--- src/rtl/loot_spawner_if.sv ---
// Player/raster inputs and collect/render outputs of the loot spawner, grouped as one bus.
// The testbench or game top drives the master side; loot_spawner sits on the slave side.
interface loot_spawner_if #(
    parameter int NUM_SLOTS = 4
);
    logic                 SpawnEnable;
    logic [9:0]           P1X, P1Y, P2X, P2Y;
    logic                 P1Block, P2Block;
    logic [9:0]           DrawX, DrawY;
    logic [1:0]           P1Collect, P2Collect;
    logic                 LootPixel;
    logic [1:0]           LootValue;
    logic [3:0]           LootPixelX, LootPixelY;
    logic [NUM_SLOTS-1:0] SlotActive;

    modport master (
        output SpawnEnable, P1X, P1Y, P2X, P2Y, P1Block, P2Block, DrawX, DrawY,
        input  P1Collect, P2Collect, LootPixel, LootValue, LootPixelX, LootPixelY, SlotActive
    );

    modport slave (
        input  SpawnEnable, P1X, P1Y, P2X, P2Y, P1Block, P2Block, DrawX, DrawY,
        output P1Collect, P2Collect, LootPixel, LootValue, LootPixelX, LootPixelY, SlotActive
    );
endinterface

--- src/rtl/loot_spawner.sv ---
// Frame-rate loot item manager: LFSR spawning, player pickup pulses and per-pixel render hit.
// Define LOOT_DECAY_EN to give each item a LIFETIME_FRAMES life counter.
module loot_spawner #(
    parameter int          NUM_SLOTS      = 4,
    parameter int          RESPAWN_FRAMES = 120,
    parameter logic [15:0] LFSR_SEED      = 16'hACE1
`ifdef LOOT_DECAY_EN
    ,
    parameter int          LIFETIME_FRAMES = 600
`endif
) (
    input logic           FrameClk,
    input logic           ResetN,
    loot_spawner_if.slave bus
);

    localparam int              TW        = $clog2(RESPAWN_FRAMES + 1);
    localparam logic [TW-1:0]   RESPAWN_T = TW'(RESPAWN_FRAMES);
    localparam logic [10:0]     ITEM_SZ   = 11'd16;
    localparam logic [10:0]     PLAYER_SZ = 11'd32;

    // Strict AABB test; boxes that only share an edge do not overlap.
    function automatic logic overlap(
        input logic [10:0] ax, input logic [10:0] ay, input logic [10:0] asz,
        input logic [10:0] bx, input logic [10:0] by, input logic [10:0] bsz);
        return (ax < bx + bsz) && (bx < ax + asz) && (ay < by + bsz) && (by < ay + asz);
    endfunction

    logic [15:0]                   lfsr_q, lfsr_d;
    logic [NUM_SLOTS-1:0]          active_q, active_d;
    logic [NUM_SLOTS-1:0][TW-1:0]  timer_q, timer_d;
    logic [NUM_SLOTS-1:0][9:0]     x_q, x_d, y_q, y_d;
    logic [NUM_SLOTS-1:0][1:0]     val_q, val_d;
    logic [1:0]                    p1c_q, p1c_d, p2c_q, p2c_d;

`ifdef LOOT_DECAY_EN
    localparam int            LW     = $clog2(LIFETIME_FRAMES + 1);
    localparam logic [LW-1:0] LIFE_T = LW'(LIFETIME_FRAMES);
    logic [NUM_SLOTS-1:0][LW-1:0] life_q, life_d;
`endif

    logic [4:0]           col;
    logic [10:0]          cand_x, cand_y;
    logic [1:0]           cand_val;
    logic                 cand_blocked;
    logic [NUM_SLOTS-1:0] p1_ovl, p2_ovl;

    assign lfsr_d   = {1'b0, lfsr_q[15:1]} ^ (lfsr_q[0] ? 16'hB400 : 16'h0000);
    // Columns 19..31 fold back by 16 so every candidate stays on the 19-column grid.
    assign col      = (lfsr_q[4:0] > 5'd18) ? (lfsr_q[4:0] - 5'd16) : lfsr_q[4:0];
    assign cand_x   = 11'd100 + {1'b0, col, 5'b0};
    assign cand_y   = 11'd129 + {3'b0, lfsr_q[7:5], 5'b0};
    assign cand_val = (lfsr_q[9:8] == 2'd0) ? 2'd1 : lfsr_q[9:8];

    always_comb begin : overlap_c
        cand_blocked = overlap(cand_x, cand_y, ITEM_SZ, {1'b0, bus.P1X}, {1'b0, bus.P1Y}, PLAYER_SZ)
                    || overlap(cand_x, cand_y, ITEM_SZ, {1'b0, bus.P2X}, {1'b0, bus.P2Y}, PLAYER_SZ);
        p1_ovl = '0;
        p2_ovl = '0;
        for (int i = 0; i < NUM_SLOTS; i++) begin
            p1_ovl[i] = active_q[i] && !bus.P1Block &&
                        overlap({1'b0, x_q[i]}, {1'b0, y_q[i]}, ITEM_SZ, {1'b0, bus.P1X}, {1'b0, bus.P1Y}, PLAYER_SZ);
            p2_ovl[i] = active_q[i] && !bus.P2Block &&
                        overlap({1'b0, x_q[i]}, {1'b0, y_q[i]}, ITEM_SZ, {1'b0, bus.P2X}, {1'b0, bus.P2Y}, PLAYER_SZ);
            if (active_q[i] && overlap(cand_x, cand_y, ITEM_SZ, {1'b0, x_q[i]}, {1'b0, y_q[i]}, ITEM_SZ))
                cand_blocked = 1'b1;
        end
    end

    always_comb begin : next_c
        logic p1_done, p2_done, spawn_done;
        p1_done    = 1'b0;
        p2_done    = 1'b0;
        spawn_done = 1'b0;
        active_d   = active_q;
        timer_d    = timer_q;
        x_d        = x_q;
        y_d        = y_q;
        val_d      = val_q;
        p1c_d      = '0;
        p2c_d      = '0;
`ifdef LOOT_DECAY_EN
        life_d     = life_q;
`endif
        for (int i = 0; i < NUM_SLOTS; i++)
            if (!active_q[i] && timer_q[i] != '0) timer_d[i] = timer_q[i] - TW'(1);

        for (int i = 0; i < NUM_SLOTS; i++) begin
            if (!p1_done && p1_ovl[i]) begin
                p1_done     = 1'b1;
                p1c_d       = val_q[i];
                active_d[i] = 1'b0;
                timer_d[i]  = RESPAWN_T;
            end
        end
        // active_d already reflects player one's pickup, so player two skips that slot.
        for (int i = 0; i < NUM_SLOTS; i++) begin
            if (!p2_done && p2_ovl[i] && active_d[i]) begin
                p2_done     = 1'b1;
                p2c_d       = val_q[i];
                active_d[i] = 1'b0;
                timer_d[i]  = RESPAWN_T;
            end
        end

`ifdef LOOT_DECAY_EN
        for (int i = 0; i < NUM_SLOTS; i++) begin
            if (active_d[i]) begin
                if (life_q[i] <= LW'(1)) begin
                    active_d[i] = 1'b0;
                    timer_d[i]  = RESPAWN_T;
                end else begin
                    life_d[i] = life_q[i] - LW'(1);
                end
            end
        end
`endif

        if (!cand_blocked) begin
            for (int i = 0; i < NUM_SLOTS; i++) begin
                if (!spawn_done && !active_q[i] && timer_q[i] == '0) begin
                    spawn_done  = 1'b1;
                    active_d[i] = 1'b1;
                    x_d[i]      = cand_x[9:0];
                    y_d[i]      = cand_y[9:0];
                    val_d[i]    = cand_val;
`ifdef LOOT_DECAY_EN
                    life_d[i]   = LIFE_T;
`endif
                end
            end
        end

        if (!bus.SpawnEnable) begin
            active_d = '0;
            timer_d  = '0;
            p1c_d    = '0;
            p2c_d    = '0;
        end
    end

    always_ff @(posedge FrameClk) begin
        if (!ResetN) begin
            lfsr_q   <= LFSR_SEED;
            active_q <= '0;
            timer_q  <= '0;
            x_q      <= '0;
            y_q      <= '0;
            val_q    <= '0;
            p1c_q    <= '0;
            p2c_q    <= '0;
        end else begin
            lfsr_q   <= lfsr_d;
            active_q <= active_d;
            timer_q  <= timer_d;
            x_q      <= x_d;
            y_q      <= y_d;
            val_q    <= val_d;
            p1c_q    <= p1c_d;
            p2c_q    <= p2c_d;
        end
    end

`ifdef LOOT_DECAY_EN
    always_ff @(posedge FrameClk) begin
        if (!ResetN) life_q <= '0;
        else         life_q <= life_d;
    end
`endif

    logic       pix;
    logic [1:0] pix_val;
    logic [3:0] pix_ox, pix_oy;

    always_comb begin : render_c
        pix     = 1'b0;
        pix_val = '0;
        pix_ox  = '0;
        pix_oy  = '0;
        for (int i = 0; i < NUM_SLOTS; i++) begin
            if (!pix && active_q[i] &&
                {1'b0, bus.DrawX} >= {1'b0, x_q[i]} && {1'b0, bus.DrawX} < {1'b0, x_q[i]} + ITEM_SZ &&
                {1'b0, bus.DrawY} >= {1'b0, y_q[i]} && {1'b0, bus.DrawY} < {1'b0, y_q[i]} + ITEM_SZ) begin
                pix     = 1'b1;
                pix_val = val_q[i];
                pix_ox  = bus.DrawX[3:0] - x_q[i][3:0];
                pix_oy  = bus.DrawY[3:0] - y_q[i][3:0];
            end
        end
    end

    assign bus.P1Collect  = p1c_q;
    assign bus.P2Collect  = p2c_q;
    assign bus.LootPixel  = pix;
    assign bus.LootValue  = pix_val;
    assign bus.LootPixelX = pix_ox;
    assign bus.LootPixelY = pix_oy;
    assign bus.SlotActive = active_q;

endmodule

--- src/flat_wrapper.sv ---
// flat-port wrapper written by rule: the top's interface ports become plain ports
module loot_spawner_flat 
#(
    parameter int          NUM_SLOTS      = 4,
    parameter int          RESPAWN_FRAMES = 120,
    parameter logic [15:0] LFSR_SEED      = 16'hACE1

)
  (FrameClk, ResetN, bus_SpawnEnable, bus_P1X, bus_P1Y, bus_P2X, bus_P2Y, bus_P1Block, bus_P2Block, bus_DrawX, bus_DrawY, bus_P1Collect, bus_P2Collect, bus_LootPixel, bus_LootValue, bus_LootPixelX, bus_LootPixelY, bus_SlotActive);
  loot_spawner_if #(.NUM_SLOTS(NUM_SLOTS)) bus_i ();
  input logic FrameClk;
  input logic ResetN;
  input wire logic [$bits(bus_i.SpawnEnable)-1:0] bus_SpawnEnable;
  input wire logic [$bits(bus_i.P1X)-1:0] bus_P1X;
  input wire logic [$bits(bus_i.P1Y)-1:0] bus_P1Y;
  input wire logic [$bits(bus_i.P2X)-1:0] bus_P2X;
  input wire logic [$bits(bus_i.P2Y)-1:0] bus_P2Y;
  input wire logic [$bits(bus_i.P1Block)-1:0] bus_P1Block;
  input wire logic [$bits(bus_i.P2Block)-1:0] bus_P2Block;
  input wire logic [$bits(bus_i.DrawX)-1:0] bus_DrawX;
  input wire logic [$bits(bus_i.DrawY)-1:0] bus_DrawY;
  output wire logic [$bits(bus_i.P1Collect)-1:0] bus_P1Collect;
  output wire logic [$bits(bus_i.P2Collect)-1:0] bus_P2Collect;
  output wire logic [$bits(bus_i.LootPixel)-1:0] bus_LootPixel;
  output wire logic [$bits(bus_i.LootValue)-1:0] bus_LootValue;
  output wire logic [$bits(bus_i.LootPixelX)-1:0] bus_LootPixelX;
  output wire logic [$bits(bus_i.LootPixelY)-1:0] bus_LootPixelY;
  output wire logic [$bits(bus_i.SlotActive)-1:0] bus_SlotActive;
  assign bus_i.SpawnEnable = bus_SpawnEnable;
  assign bus_i.P1X = bus_P1X;
  assign bus_i.P1Y = bus_P1Y;
  assign bus_i.P2X = bus_P2X;
  assign bus_i.P2Y = bus_P2Y;
  assign bus_i.P1Block = bus_P1Block;
  assign bus_i.P2Block = bus_P2Block;
  assign bus_i.DrawX = bus_DrawX;
  assign bus_i.DrawY = bus_DrawY;
  assign bus_P1Collect = bus_i.P1Collect;
  assign bus_P2Collect = bus_i.P2Collect;
  assign bus_LootPixel = bus_i.LootPixel;
  assign bus_LootValue = bus_i.LootValue;
  assign bus_LootPixelX = bus_i.LootPixelX;
  assign bus_LootPixelY = bus_i.LootPixelY;
  assign bus_SlotActive = bus_i.SlotActive;
  loot_spawner #(.NUM_SLOTS(NUM_SLOTS), .RESPAWN_FRAMES(RESPAWN_FRAMES), .LFSR_SEED(LFSR_SEED)) u_core (.FrameClk(FrameClk), .ResetN(ResetN), .bus(bus_i));
endmodule
--- config.mk ---
export PLATFORM = sky130hd
export DESIGN_NAME = loot_spawner_flat
export DESIGN_NICKNAME = d
export VERILOG_FILES = /design/src/rtl/loot_spawner_if.sv /design/src/rtl/loot_spawner.sv /design/src/flat_wrapper.sv
export SDC_FILE = /design/constraint.sdc
export NUM_CORES = 1
export LEC_CHECK = 0
export ABC_CLOCK_PERIOD_IN_PS = 9100
export BUFFER_PORTS_ARGS = -buffer_cell sky130_fd_sc_hd__clkbuf_2
export CAP_MARGIN = 5
export CORE_MARGIN = 8
export CORE_UTILIZATION = 55
export DETAILED_ROUTE_END_ITERATION = 12
export GPL_TIMING_DRIVEN = 0
export MAX_ROUTING_LAYER = met4
export PLACE_DENSITY = 0.74
export SLEW_MARGIN = 30
export SYNTH_ARGS = -nofsm -noshare
export SYNTH_HDL_FRONTEND = slang
export SYNTH_SLANG_ARGS = --single-unit
--- constraint.sdc ---
create_clock -name FrameClk -period 9.1 [get_ports FrameClk]
set_input_delay 0.455 -clock FrameClk [delete_from_list [all_inputs] [get_ports FrameClk]]
set_output_delay 0.455 -clock FrameClk [all_outputs]
set_load 0.01 [all_outputs]
==> Word-level counts from Yosys, hierarchy flattened <==
Cells that the tools add are included.
{ "totals": {"ff_bits": 140, "out_inout_bits": 19, "wordCells": 341} }
{ "op_classes": {"order_cmp": 73, "add_sub_neg": 29, "bitwise": 4, "reduce_logical": 143, "n_mux": 68} }
{ "op_table": {"columns": ["cell", "count"], "rows": [
  ["$lt 10x11->1", 52],
  ["$lt 11x11->1", 12],
  ["$logic_and 1x1->1", 102],
  ["$add 10x5->11 const B", 8],
  ["$mux 7", 12],
  ["$ge 10x10->1", 8],
  ["$add 10x6->11 const B", 4],
  ["$mux 4", 9],
  ["$mux 1", 32],
  ["$sub 4x4->4", 8],
  ["$logic_not 7->1", 4],
  ["$reduce_bool 7->1", 4],
  ["$sub 7x1->7 const B", 4],
  ["$mux 2", 13],
  ["$add 11x5->11 const B", 2],
  ["$logic_not 1->1", 18],
  ["$mux 16", 1],
  ["$reduce_or 4->1", 4],
  ["$xor 15x16->16", 1],
  ["$reduce_bool 3->1", 4],
  ["$add 7x10->11 const A", 1],
  ["$reduce_and 2->1", 5],
  ["$add 8x8->9 const A", 1],
  ["$gt 5x5->1 const B", 1],
  ["5 further kinds", 7]
]} }

==> Longest topological paths before layout <==
{ "depth": {"depth_word": 29, "depth_mapped": 16, "ltp_nobuf": 13} }

==> Worst setup path before layout <==
OpenSTA, ideal clock, no wires.
{ "synth_timing": {"kind": "register -> register", "start": "register u_core.lfsr_q[0]", "end": "register u_core.active_q[1] (netlist: u_core.bus.SlotActive[1])", "path_buffers": 3, "path_stages_with_launch": 15, "slack_ns": 5.500, "setup_time_ns": 0.115, "required_ns": 8.985, "arrival_ns": 3.485, "cell_sequence": "dfxtp_1 buf_2 inv_1 ha_1 o21ai_0 inv_1 ha_1 nor4_1 nand3_1 a2111oi_0 nor3_1 and3b_1 clkbuf_1 buf_2 o21a_1"} }
{ "synth_between": {"elab_chain_cells": 14} }
{ "synth_rtl": {"columns": ["element", "line_no", "source"], "rows": [
  ["start, declared", "loot_spawner.sv:29", "logic [15:0] lfsr_q, lfsr_d;"],
  ["start signal, assigned", "loot_spawner.sv:153", "lfsr_q <= lfsr_d;"],
  ["$sub 5x5->5 / $gt 5x5->1 (equally long branches)", "loot_spawner.sv:50", "assign col = (lfsr_q[4:0] > 5'd18) ? (lfsr_q[4:0] - 5'd16) : lfsr_q[4:0];"],
  ["$mux 5 (*)", "loot_spawner.sv:50", null],
  ["$add 7x10->11 (*)", "loot_spawner.sv:51", "assign cand_x = 11'd100 + {1'b0, col, 5'b0};"],
  ["named net u_core.cand_x[5]", "loot_spawner.sv:43", "logic [10:0] cand_x, cand_y;"],
  ["$add 11x5->11", "loot_spawner.sv:26", "return (ax < bx + bsz) && (bx < ax + asz) && (ay < by + bsz) && (by < ay + asz);"],
  ["$lt 10x11->1", "loot_spawner.sv:26", null],
  ["$logic_and 1x1->1 (3 in a row)", "loot_spawner.sv:26", null],
  ["$logic_or 1x1->1 / $logic_and 1x1->1 (equally long branches)", "loot_spawner.sv:57, loot_spawner.sv:65", null],
  ["$mux 1 (3 in a row)", "loot_spawner.sv:65", "if (active_q[i] && overlap(cand_x, cand_y, ITEM_SZ, {1'b0, x_q[i]}, {1'b0, y_q[i]}, ITEM_SZ))"],
  ["$mux 1 (*)", "loot_spawner.sv:65", null],
  ["$mux 4 (*)", "loot_spawner.sv:119", "if (!cand_blocked) begin"],
  ["end signal, assigned", "loot_spawner.sv:154", "active_q <= active_d;"],
  ["end, declared", "loot_spawner.sv:30", "logic [NUM_SLOTS-1:0] active_q, active_d;"]
]} }
The timed path passes the listed nets; every way through them passes the cells marked *.
A chain may end at the register's enable or synchronous reset.

==> Worst setup path after layout <==
{ "layout_timing": {"start": "register u_core.lfsr_q[0]", "end": "register u_core.x_q[39] in the netlist's numbering"} }
{ "layout_between": {"elab_chain_cells": 15} }
{ "layout_rtl": {"columns": ["element", "line_no", "source"], "rows": [
  ["$sub 5x5->5 / $gt 5x5->1 (equally long branches)", "loot_spawner.sv:50", null],
  ["$mux 5 (*)", "loot_spawner.sv:50", null],
  ["$add 7x10->11 (*)", "loot_spawner.sv:51", null],
  ["named net u_core.cand_x[5]", "loot_spawner.sv:43", null],
  ["$add 11x5->11", "loot_spawner.sv:26", null],
  ["$lt 10x11->1", "loot_spawner.sv:26", null],
  ["$logic_and 1x1->1 (3 in a row)", "loot_spawner.sv:26", null],
  ["$logic_or 1x1->1 / $logic_and 1x1->1 (equally long branches)", "loot_spawner.sv:57, loot_spawner.sv:65", null],
  ["$mux 1 (3 in a row)", "loot_spawner.sv:65", null],
  ["$mux 1 (*)", "loot_spawner.sv:65", null],
  ["$not 1->1 (no source line) (*)", null, null],
  ["$reduce_and 2->1 (no source line) (*)", null, null],
  ["end signal, assigned", "loot_spawner.sv:147", "x_q <= '0;"],
  ["end signal, assigned", "loot_spawner.sv:156", "x_q <= x_d;"],
  ["end, declared", "loot_spawner.sv:32", "logic [NUM_SLOTS-1:0][9:0] x_q, x_d, y_q, y_d;"]
]} }
Marks and branches as above.

==> run summary <==
status - completed
Setup CP Type - register to register
Max Cap Viol - 0
cts hold-fix bufs - 0
Gate power share - 60.8%
internal power - 1.53 mW
via/cell ratio - 6.34
power per cell area - 238 nW/um2
number of buffers created by CTS - 9
Yosys Warn Count - 0
initial core utilization - 56.1%
crit end category - register
total global-route track usage - 27.4%
setup TNS - 0 ns
Mapped Cells - 1303
Cell Area, Synth - 11400 um2
Worst-path clk slew - 0.07 ns
flops & latches, synth - 100
router iterations before antenna repair - 7
Crit Path Max Fanout - 9
switch share - 48.3%
ant diodes - 0
CTS resizes - 0
f_max - 204 MHz
sequential power share - 27.2%
wire per inst - 21.2 um
Final min period - 4.91 ns
Post-Route WL - 35.4 mm
Top Ports - 84
CP Data Arrival Time - 5.18 ns
P_sw - 1.43 mW
syn avg cell area - 8.73 um2
Final Max Tran Viols - 0
WP data required - 9.37 ns
first-pass GRT wire length - 54.9 mm
Post-synth EDFFs - 0
H-tree levels - 3
Util after Layout - 61.1%
postcts setup bufs - 0
Distinct cells, synth - 77
DIE HEIGHT - 160 um
total gr overflow - 0
clk_skew - 0.0124 ns
# fillers - 1823
worst setup margin - 4.19 ns
detailed-route DRC error count - 0
period utilization - 53.9%
worst min-delay path class - register to register
Max rail drop VDD - 0.000281 V
P_leak - 5.76 nW
CTS Root Cell - clkbuf_16
dpl cells - 1652
NumNets Final - 1774
Final GP Congestion - 1.00
final setup vio count - 0
Max Buffers Root-to-Sink - 2
Syn-to-layout area delta - 9.02%
CTS tree - done
via count - 10600
post-route ant nets - 0
# rows - 52
Initial DRC Count - 891
dpl ws - 4.03 ns
RSZ-0062 raised after global routing - no
die area - 25500 um2
Core Region - 20300 um2
Tightest Pin Transition - 0.961 ns
CTS Sinks - 100
HPWL Detailed - 28.7 mm
type of origin of the critical path - register
largest net degree at the start of global routing - 18
Non-Filler Instances - 1667
Async SR Flop Fraction - 0%
# port buffers - 78
relative slew slack - 35.4%
antenna violations before repair - 0
Final Hold Fails - 0
worst-skew pair later-pin latency - 0.35 ns
Die W - 160 um
ys flop type - dfxtp_1
Seq/Total Area, Yosys - 17.6%
fraction of layout cells with a size suffix above 1 - 9.45%
vias in the first global route - 10400
clock network power share - 12.0%
-- routing by layer --
layer | wire (um) | share of wire (%) | track usage, % | vias up
li1 | - | - | - | 5029
met5 | 0 | 0 | - | -
met2 | 16100 | 45 | 44.6 | 411
met1 | 15200 | 43 | 33.0 | 5006
met3 | 2500 | 7.1 | 3.96 | 115
met4 | 1590 | 4.5 | 12.5 | 0
-- metrics by stage --
stage                     hold WS (ns)  total power, mW  instance area, um2
final                            0.397             2.95               12400
after global placement           0.409             2.51               12100
after floorplan                  0.386             2.04               11400
after global routing             0.423             3.20               12400
after CTS                        0.405             2.92               12400
after detailed placement         0.392             2.56               12100
-- cells in the final DEF, fill, tap and decap left out, types with 19 or more instances in the layout --
cell type  Yosys  final
nor3_1        28     27
nor2_1        55     55
nand2_1      123    123
nand3_1       27     27
a21oi_1       74     74
dfxtp_1      100    100
mux2i_1       48     48
ha_1         316    316
inv_1         95     95
xnor2_1       23     22
nor4_1        21     20
xor2_1        19     19
clkbuf_2       0     78
a211o_1       20     20
o21ai_0       47     46
clkbuf_1      23     23
-- synthesized netlist by cell type, drive strengths merged (4+ instances only) --
cell | n | area share (%)
inv | 95 | 3.1
and3 | 12 | 0.68
o31ai | 4 | 0.26
xnor2 | 23 | 1.8
nand2 | 123 | 4.1
or4 | 6 | 0.46
a311oi | 4 | 0.31
nand3 | 27 | 1.2
nand3b | 7 | 0.46
nor4 | 22 | 1.3
mux2i | 48 | 4.2
nor2 | 55 | 1.8
nand2b | 18 | 0.99
nand4b | 7 | 0.54
o21a | 15 | 1.1
dfxtp | 100 | 18
ha | 316 | 35
xor2 | 19 | 1.5
o2111a | 4 | 0.40
a21oi | 74 | 3.3
a311o | 4 | 0.35
nor2b | 15 | 0.82
o221ai | 10 | 0.82
buf | 5 | 0.27
o41ai | 4 | 0.31
nor4bb | 7 | 0.62
and2 | 13 | 0.75
nor3b | 5 | 0.33
o21bai | 5 | 0.33
a21o | 18 | 1.2
a211o | 20 | 1.5
o2111ai | 14 | 1.1
o21ai | 49 | 2.2
a31o | 4 | 0.31
a221oi | 4 | 0.31
a31oi | 4 | 0.22
o211ai | 16 | 1.1
nor3 | 29 | 1.4
nand4 | 15 | 0.82
a2111oi | 8 | 0.95
clkbuf | 23 | 0.76
a211oi | 13 | 0.86
-- cell families after synthesis --
kind of cell               after synthesis  synth area share (%)
and+or+nand+nor                        376                  17.3
adders and majority gates              316                  34.7
AOI/OAI and AO/OA                      296                  18.5
buffers and inverters                  124                  4.33
DFF                                    100                  17.6
muxes                                   48                  4.22
xor gates and xnor gates                42                  3.23
other                                    1                0.0330
-- area by class of cell --
| class | count | area, um2 | share of cell area [%] |
|---|---|---|---|
| Buffer | 29 | 136 | 1.10 |
| Clock inverter | 6 | 50.0 | 0.403 |
| Inverter | 95 | 357 | 2.87 |
| Tap cell | 270 | 338 | 2.72 |
| Sequential cell | 100 | 2000 | 16.1 |
| Clock buffer | 9 | 225 | 1.82 |
| Timing Repair Buffer | 78 | 390 | 3.15 |
| Multi-Input combinational cell | 1080 | 8910 | 71.8 |
-- power by group through the flow --
| stage | clock (mW) | combinational (mW) | sequential (mW) |
|---|---|---|---|
| after floorplan | 0 | 1.33 | 0.705 |
| after global placement | 0 | 1.72 | 0.792 |
| after detailed placement | 0 | 1.76 | 0.798 |
| after CTS | 0.357 | 1.78 | 0.789 |
| after global routing | 0.375 | 2.01 | 0.812 |
| final | 0.353 | 1.79 | 0.804 |
-- flip-flops by register name (all words and copies together), names as in the netlist --
register and cells:
u_core.val_q 8, u_core.bus.P1Collect 2, u_core.bus.P2Collect 2, u_core.x_q 24, u_core.bus.SlotActive 4, u_core.y_q 16
u_core.timer_q 28, u_core.lfsr_q 16
-- worst max-delay path, stage by stage (launching register included) --
cell and delay, ns:
dfxtp_1 0.41, buf_2 0.32, inv_1 0.23, ha_1 0.30, o21ai_1 0.62, inv_1 0.33, ha_1 0.38, o21ai_0 0.07
a21oi_1 0.16, nor4_1 0.11, nor3_1 0.75, and3_1 0.28, clkbuf_1 0.58, mux2i_1 0.26
-- final timing paths --
kind                           startpoint  slack (ns)  cells after the start                           end
max           u_core.lfsr_q[0]$_SDFF_PN1_        4.19                     13   u_core.x_q[39]$_SDFFE_PN0P_
min          u_core.lfsr_q[12]$_SDFF_PN0_        0.40                      1  u_core.lfsr_q[11]$_SDFF_PN1_
max reg2reg   u_core.lfsr_q[0]$_SDFF_PN1_        4.19                     13   u_core.x_q[39]$_SDFFE_PN0P_
min reg2reg  u_core.lfsr_q[12]$_SDFF_PN0_        0.40                      1  u_core.lfsr_q[11]$_SDFF_PN1_
Note: power is estimated with default switching activity, not from simulation.
